<file path="config.mk">
export PLATFORM = sky130hd
export DESIGN_NAME = gate_bist_sat_counter
export DESIGN_NICKNAME = d
export VERILOG_FILES = /design/src/rtl/gate_bist_sat_counter.sv
export SDC_FILE = /design/constraint.sdc
export NUM_CORES = 1
export LEC_CHECK = 0
export CORE_AREA = 2 2 39 41
export DETAILED_ROUTE_END_ITERATION = 6
export DIE_AREA = 0 0 41 43
export GPL_TIMING_DRIVEN = 0
export PLACE_DENSITY_LB_ADDON = 0.25
export REMOVE_ABC_BUFFERS = 1
export SLEW_MARGIN = 20
export SYNTH_ARGS = -nofsm -noshare
export SYNTH_HDL_FRONTEND = slang
export SYNTH_SLANG_ARGS = --single-unit
export TNS_END_PERCENT = 30
</file>
<file path="constraint.sdc">
create_clock -name clk -period 1.64 [get_ports clk]
set_input_delay 0.328 -clock clk [delete_from_list [all_inputs] [get_ports clk]]
set_output_delay 0.328 -clock clk [all_outputs]
set_load 0.01 [all_outputs]
</file>
<file path="src/rtl/gate_bist_sat_counter.sv">
// Up-counter with synchronous clear that sticks at all-ones instead of wrapping.
module gate_bist_sat_counter #(
  parameter int unsigned W = 4
) (
  input  logic         clk,
  input  logic         rst,
  input  logic         clr,
  input  logic         inc,
  output logic [W-1:0] count
);

  always_ff @(posedge clk) begin
    if (rst || clr) begin
      count <= '0;
    end else if (inc && (count != '1)) begin
      count <= count + 1'b1;
    end
  end

endmodule

</file>
==> metrics.txt <==
Horiz. Die Dim=41 um; DP Worst Slack=0.170 ns; Worst Path Max Fanout=5; R2R Setup Slk=0.44 ns; Hold Crit Depth=2; CTS root buf=clkbuf_4; Setup TNS=0 ns; clk_skew=0.000773 ns; Mean Syn Cell Area=10.0 um^2; Worst Path Required=1.31 ns; CTS Sinks=4; Worst setup EP type=output pin; first-pass GRT wire length=779 um; Final Wtd Congestion=0.638; DR vias/cell=4.19; Buf/Inv on CP=1; PortBufs=7; DRC Markers=0; max_slew headroom=0.753; minimum clock period=1.52 ns; Post-Route WL=469 um; synthesized instance count=21; Rows=14; overall routing resource usage=0.0692; Multi-input gate area=130 um^2; Max Root-Sink Buffers=2; Netlist Area Pre-Place=210 um^2; TritonRoute pass-1 iters=2; Die ar.=0.00176 mm^2; post-route worst setup slack=0.123 ns; final setup vio count=0; Worst Path Arrival=1.19 ns; Worst Tran Pin Value=0.369 ns; htree depth=1; hold path startpoint=count[1]; Reg2Reg Launch Point=count[0]; max reg flops=4; kind of critical path=reg2out; f_max=659 MHz; share of cells above drive strength 1=0.194; Max Cap Viol=0; Register Area=80.1 um^2; post_cts resized=0; Antenna Violating Nets Remaining=0; share of Yosys cell area claimed by the top area cell type=0.381; Final Slew Violations=0; WL/cell=9.98 um; hold crit path type=reg2reg; Post CTS Setup Buffer Count=0; maximum number of pins on one net before global-route repair=6; area post-placement=300 um^2; slowest CP cell=clkdlybuf4s50_1; status=complete, no violations; core box area=0.00138 mm^2; register area share after synthesis=0.381; Synth area leader=dfxtp_1; hold_buf cts=0; Ys Warns=0; Hold Fails Final Rpt=0; vias in the first global route=207; die height=43 um; max incr delay on CP=0.56 ns; FF+latch count, synth=4; Hold Path End=count[1]; DR iter-0 viols=3; pwr dens=758 mW/mm^2; CTS tree=yes; initial core utilization=0.152; Top Registers=count: 4 flops; area grow syn2layout=53.6%; library cells used by synthesis=13; via count=197; Boundary Pins=8; n_diodes=0; RSZ-0062 raised after global routing=no; peak supply drop=0.000181 V; Final period util=0.925; Clock Pin Slew Worst Setup and Hold Paths=0.04 ns; number of nets in the layout=38; delay-heaviest family, CP=buffers and inverters; Biggest register=count; HPWL after DPL=359 um; crit path cell chain=clkdlybuf4s50_1; gr ovfl total=0; startpoint types=flop; antenna violations before repair=0; Layout Utilization=0.233; CTS Buf Count=3; clk_lat worst skew=0.23 ns; dominant cells by area after synthesis=dfxtp_1 (38%), mux2i_1 (9.5%), o41ai_2 (7.7%), nand2_1 (7.1%), nand2b_4 (6.5%); # fillers=143; leak pwr=0.124 nW; fin area=323 um^2; reg-to-reg endpoint=count[1]; R2R depth=4
-- metrics by stage --
step / std cells / hold WS (ns) / power (mW)
2_1_floorplan: 21 / 0.426 / 0.112
3_3_place_gp: 44 / 0.492 / 0.127
3_5_place_dp: 44 / 0.505 / 0.127
4_1_cts: 47 / 0.514 / 0.254
5_1_grt: 47 / 0.533 / 0.260
6_report: 47 / 0.510 / 0.245
-- cell usage in the layout, fill, tap and decap left out, drive strengths merged --
cell type / count
clkbuf: 3
nand4: 1
nor2: 2
nand2b: 1
and3: 1
o211ai: 1
ha: 1
a21oi: 1
dfxtp: 4
nand4b: 1
nand2: 4
clkdlybuf4s50: 7
mux2i: 2
o41ai: 1
or3: 1
-- kinds of logic (layout without fill, tap and decap cells) --
family,after synthesis,after routing,synth area share
adders and majority gates,1,1,0.0595
buffers and inverters,0,10,0
and+or+nand+nor,11,11,0.304
AOI/OAI and AO/OA,3,3,0.161
muxes,2,2,0.0952
DFF,4,4,0.381
-- power breakdown --
| group | switching (mW) | internal (mW) | total (mW) |
|---|---|---|---|
| clock network | 0.0371 | 0.0816 | 0.119 |
| logic | 0.0108 | 0.0134 | 0.0242 |
| registers | 0.00217 | 0.0996 | 0.102 |
-- cells in the mapped netlist --
cell      n
dfxtp_1   4
nand2_1   4
mux2i_1   2
nor2_1    2
a21oi_1   1
and3_1    1
ha_1      1
nand2b_4  1
nand4_1   1
nand4b_1  1
o211ai_2  1
o41ai_2   1
or3_1     1
-- per-layer routing --
metal  routed length [um]  track usage  vias to the layer above
li1                     -            -                       99
met1                  231       0.0833                       93
met2                  205       0.0875                        5
met3                   32       0.0314                        0
met4                    0       0.0600                        0
met5                    0            0                        -
-- how the worst max path moves through the flow --
stage,startpoint,endpoint,slack (ns),cells after the start
after floorplan,count[0],count[0],0.50,4
after global placement,inc,count[3],0.17,4
after detailed placement,inc,count[3],0.17,4
after CTS,count[0],count[0],0.11,1
after global routing,count[0],count[0],0.08,1
final,count[0],count[0],0.12,1
-- area by class of cell --
cell class / count / area share
clock buffers: 3 / 0.0698
well taps: 16 / 0.0620
multi-input cells: 17 / 0.403
repair buffers: 7 / 0.217
flip-flops and latches: 4 / 0.248
No activity file was read; power rests on OpenSTA's default activity.
==> patch 1: new RTL, same flow settings <==
Change the parameter `W` from 4 to 6.
--- a/src/rtl/gate_bist_sat_counter.sv
+++ b/src/rtl/gate_bist_sat_counter.sv
@@ -2,3 +2,3 @@
 module gate_bist_sat_counter #(
-  parameter int unsigned W = 4
+  parameter int unsigned W = 6
 ) (
Ports: changed (resized count); port bits go from 8 to 10. The function was not compared with the original's and may differ.
==> patch 1 against the unedited design <==
  * Combinational power is 21% higher
  * Sequential cell count grew 2
  * Final area increased by 31%
  * Register-to-register slack lost 0.27 ns
  * Count of clock-buffer cells in the layout did not move
  * Die area is the same
  * Critical path type unchanged
  * Area after synthesis rose by 36%
  * Critical path depth unchanged
  * Worst setup slack got worse by 0.024 ns
  * Worst hold slack gained 0.023 ns
  * Wire length up 31%
  * Total power increased by 30%
  * Clock skew increased by 0.0051 ns
==> patch 1: results <==
[drt]
num_vias = 250
drc = 0
routed_via_density = 4.39
first_iter_violations = 2
drt_wl_total_microns = 616

[clocking]
clk_latency_ns = 0.25

[layout]
reg_top3 = "count x6"
layout-drive-gt1-share_pct = 17.1
fin_nets = 48

[global_route]
antenna_found_initial = 0
grt_max_degree = 8
grt_pass1_wl_microns = 966
track_usage_pct = 9.06
first_global_vias = 238

[critical_path]
endpoint = "count[5]"
critPathMaxFanout = 4
regToRegSetupSlack_ns = 0.17
arrival_ns = 1.21
timing.rr.end = "count[5]"
cp-startpoint = "count[5]"

[logic_synthesis]
synthTopCellsByArea = "dfxtp_1 (42%), a31oi_4 (7.4%), nor2_1 (6.6%)"
synth-xor-area-share_pct = 3.06
synthTopCellsByCount = "dfxtp_1 (6), nor2_1 (5), a21oi_1 (3)"
ys_types = 16
synth_compound_area_share_pct = 22.3
synth.area.mux_share_pct = 7.42
syn_avg_cell_area_sq_um = 9.88
yosysSeqAreaShare_pct = 41.9

[power_and_ir_drop]
netSwitchingFraction_pct = 22.0
vdd_ir_drop_max_uv = 189
p_comb_share_pct = 9.2
p_seq_share_pct = 47.2

[place]
dp_cells = 53
io_buffers = 9
routabilityCongestion = 0.659

[sta]
maxSlewHeadroom_pct = 73.4
clock_skew_ns = 0.00588

[status]
outcome = "finished, final reports clean"

[worst_hold_path]
min_from = "count[2]"
-- patch 1: logic make-up after synthesis --
family	count (synthesis)
flops	6
xor+xnor	1
simple gates	9
fa+ha+maj	1
mux	2
compound gates	7
buf+inv	3
-- patch 1: how the worst min path moves through the flow --
stage	endpoint	slack (ns)	cells past startpoint
after floorplan	count[4]	0.48	2
after global placement	count[3]	0.52	1
after detailed placement	count[2]	0.53	1
after CTS	count[2]	0.54	1
after global routing	count[1]	0.56	2
final	count[2]	0.53	1
-- patch 1: worst register-to-register path, delay by kind of cell, from the launching register on --
kind | cells | cell delay (ns)
AND/OR/NAND/NOR | 2 | 0.33
multiplexers | 1 | 0.32
adder cells (fa/ha/maj) | 1 | 0.24
flip-flops | 1 | 0.34
AO/OA/AOI/OAI | 1 | 0.14
-- patch 1: layout make-up --
class                           instances  area (sq um)
Sequential cell                         6           121
Multi-Input combinational cell         20           155
Timing Repair Buffer                   10          97.6
Tap cell                               16          20.0
Clock buffer                            3          22.5
Fill cell                             152           960
Inverter                                2          7.51
-- patch 1: stage by stage --
step           setup TNS [ns]  instance area (sq um)  setup slack [ns]  power (mW)  hold WS, ns
3_3_place_gp           -0.134                    393            -0.134       0.179        0.522
5_1_grt                     0                    424            0.0476       0.334        0.563
3_5_place_dp           -0.175                    393            -0.175       0.180        0.533
2_1_floorplan               0                    283            0.0931       0.166        0.484
6_report                    0                    424            0.0994       0.318        0.533
4_1_cts                     0                    415           0.00368       0.323        0.539
-- patch 1: routing by layer --
layer,up-vias,routed length (microns),part of all wire (%),GRT usage (%)
met5,-,0,0,0
met4,0,10,1.6,10.0
met3,2,55,8.9,6.28
met2,10,284,46,10.9
met1,108,266,43,9.09
li1,130,-,-,-
==> patch 2: new RTL, config.mk and constraints unchanged <==
Without the edit above. Add an input register stage for `clr` and `inc`; this delays them by one clock.
--- a/src/rtl/gate_bist_sat_counter.sv
+++ b/src/rtl/gate_bist_sat_counter.sv
@@ -11,6 +11,14 @@
 
+  logic clr_q;
+  logic inc_q;
+
   always_ff @(posedge clk) begin
-    if (rst || clr) begin
+    clr_q <= clr;
+    inc_q <= inc;
+  end
+
+  always_ff @(posedge clk) begin
+    if (rst || clr_q) begin
       count <= '0;
-    end else if (inc && (count != '1)) begin
+    end else if (inc_q && (count != '1)) begin
       count <= count + 1'b1;
Check against the original RTL: not equivalent (Yosys sat finds a counterexample within 4 cycles, from zero or initial values).
==> patch 2 against the unedited design <==
  * Total power grew 27%
  * Final area grew 12%
  * Clock power grew 13%
  * Wire length shrank 4.7%
  * Area after synthesis grew 19%
  * Worst setup slack lost 0.013 ns
  * Non-clock buffer count is the same
  * Highest routed layer unchanged
  * Critical path type unchanged
  * Count of clock-buffer cells in the layout is the same
  * Largest cell class unchanged
  * Largest power group is now registers
  * Sequential cell count grew 2
  * Die area is the same
  * Global-route usage grew 0.20 points
  * Fmax shrank 0.87%
==> patch 2: results <==
[status]
outcome = "finished, final reports clean"

[layout]
fin_nets = 40
num-fill-cells = 154
reg_top3 = "count x4, clr_q x1, inc_q x1"
layout-drive-gt1-share_pct = 18.2
final_cell_area_sq_um = 363
insertedDiodeCount = 0
multi_input_comb_area_sq_um = 130

[place]
dp_hpwl_microns = 361
place_area_sq_um = 340
pre_cts_slack_ns = 0.258
routabilityCongestion = 0.735
io_buffers = 7

[clocking]
postCtsSetupBuffers = 0
cts_buffers = 3
clk_latency_ns = 0.24
cts_max_level = 1
cts.repair.resized = 0

[logic_synthesis]
synth_compound_area_share_pct = 13.5
synthArstFlopShare_pct = 0
yosys_warnings = 0
synthTopCellsByArea = "dfxtp_1 (48%), mux2i_1 (8.0%), o41ai_2 (6.5%)"
synth.area.mux_share_pct = 8.00
synthTopCellsByCount = "dfxtp_1 (6), nand2_1 (4), mux2i_1 (2), nor2_1 (2)"
synth-xor-area-share_pct = 0
synth_adder_area_share_pct = 5.00
yosysSeqAreaShare_pct = 48.0

[drt]
first_iter_violations = 3
wl_met1_microns = 191
drtPass1Iterations = 4
routed_via_density = 4.18
wire_per_inst_microns = 9.12
wl_met2_microns = 216
top_layer_used = "met3"
wl_met3_microns = 39

[global_route]
track_usage_pct = 7.12
first_global_vias = 209
grt_pass1_wl_microns = 779

[worst_hold_path]
min_to = "count[3]"
hold_depth = 1
min_from = "clr_q"

[critical_path]
path_delay_family = "buffers and inverters"
max_stage_delay_ns = 0.56
timing.rr.end = "count[0]"
critPathMaxFanout = 5
regToRegSetupSlack_ns = 0.46
cp_slowest_cell = "clkdlybuf4s50_1"
reg2reg_depth = 4

[power_and_ir_drop]
netSwitchingFraction_pct = 20.8
leakage_nw = 0.141
vdd_ir_drop_max_uv = 282

[sta]
clock_skew_ns = 0.00465
worst_pin_slew_ns = 0.331
-- patch 2: layout make-up --
| cell class | instances | share of cell area (%) |
|---|---|---|
| Clock buffer | 3 | 6.21 |
| Multi-Input combinational cell | 17 | 35.9 |
| Sequential cell | 6 | 33.1 |
| Tap cell | 16 | 5.52 |
| Timing Repair Buffer | 7 | 19.3 |
-- patch 2: how the worst max path moves through the flow --
stage	start	endpoint	slack (ns)
floorplan	count[0]	count[0]	0.50
global placement	rst	count[3]	0.26
detailed placement	rst	count[3]	0.26
CTS	count[3]	count[3]	0.10
global route	count[2]	count[2]	0.05
finish	count[3]	count[3]	0.11
-- patch 2: logic make-up (layout without fill, tap and decap cells) --
group / Yosys count / count (layout)
simple gates: 11 / 11
flops: 6 / 6
compound gates: 3 / 3
mux: 2 / 2
fa+ha+maj: 1 / 1
buf+inv: 0 / 10
-- patch 2: per-stage QoR --
stage	power, mW	hold WS, ns	std cells
final	0.311	0.478	49
after detailed placement	0.180	0.471	46
after global routing	0.334	0.525	49
after floorplan	0.167	0.356	23
after global placement	0.180	0.478	46
after CTS	0.316	0.482	49
-- patch 2: layer usage --
metal | vias up | GRT usage (%)
li1 | 105 | -
met1 | 92 | 8.01
met2 | 8 | 8.75
met3 | 0 | 4.71
met4 | 0 | 6.00
met5 | - | 0
-- patch 2: power groups by stage --
stage / Sequential [mW] / Combinational (mW) / Clock, mW
finish: 0.156 / 0.0209 / 0.135
global route: 0.156 / 0.0234 / 0.154
CTS: 0.156 / 0.0213 / 0.139
detailed placement: 0.159 / 0.0212 / 0
global placement: 0.159 / 0.0210 / 0
floorplan: 0.158 / 0.00805 / 0
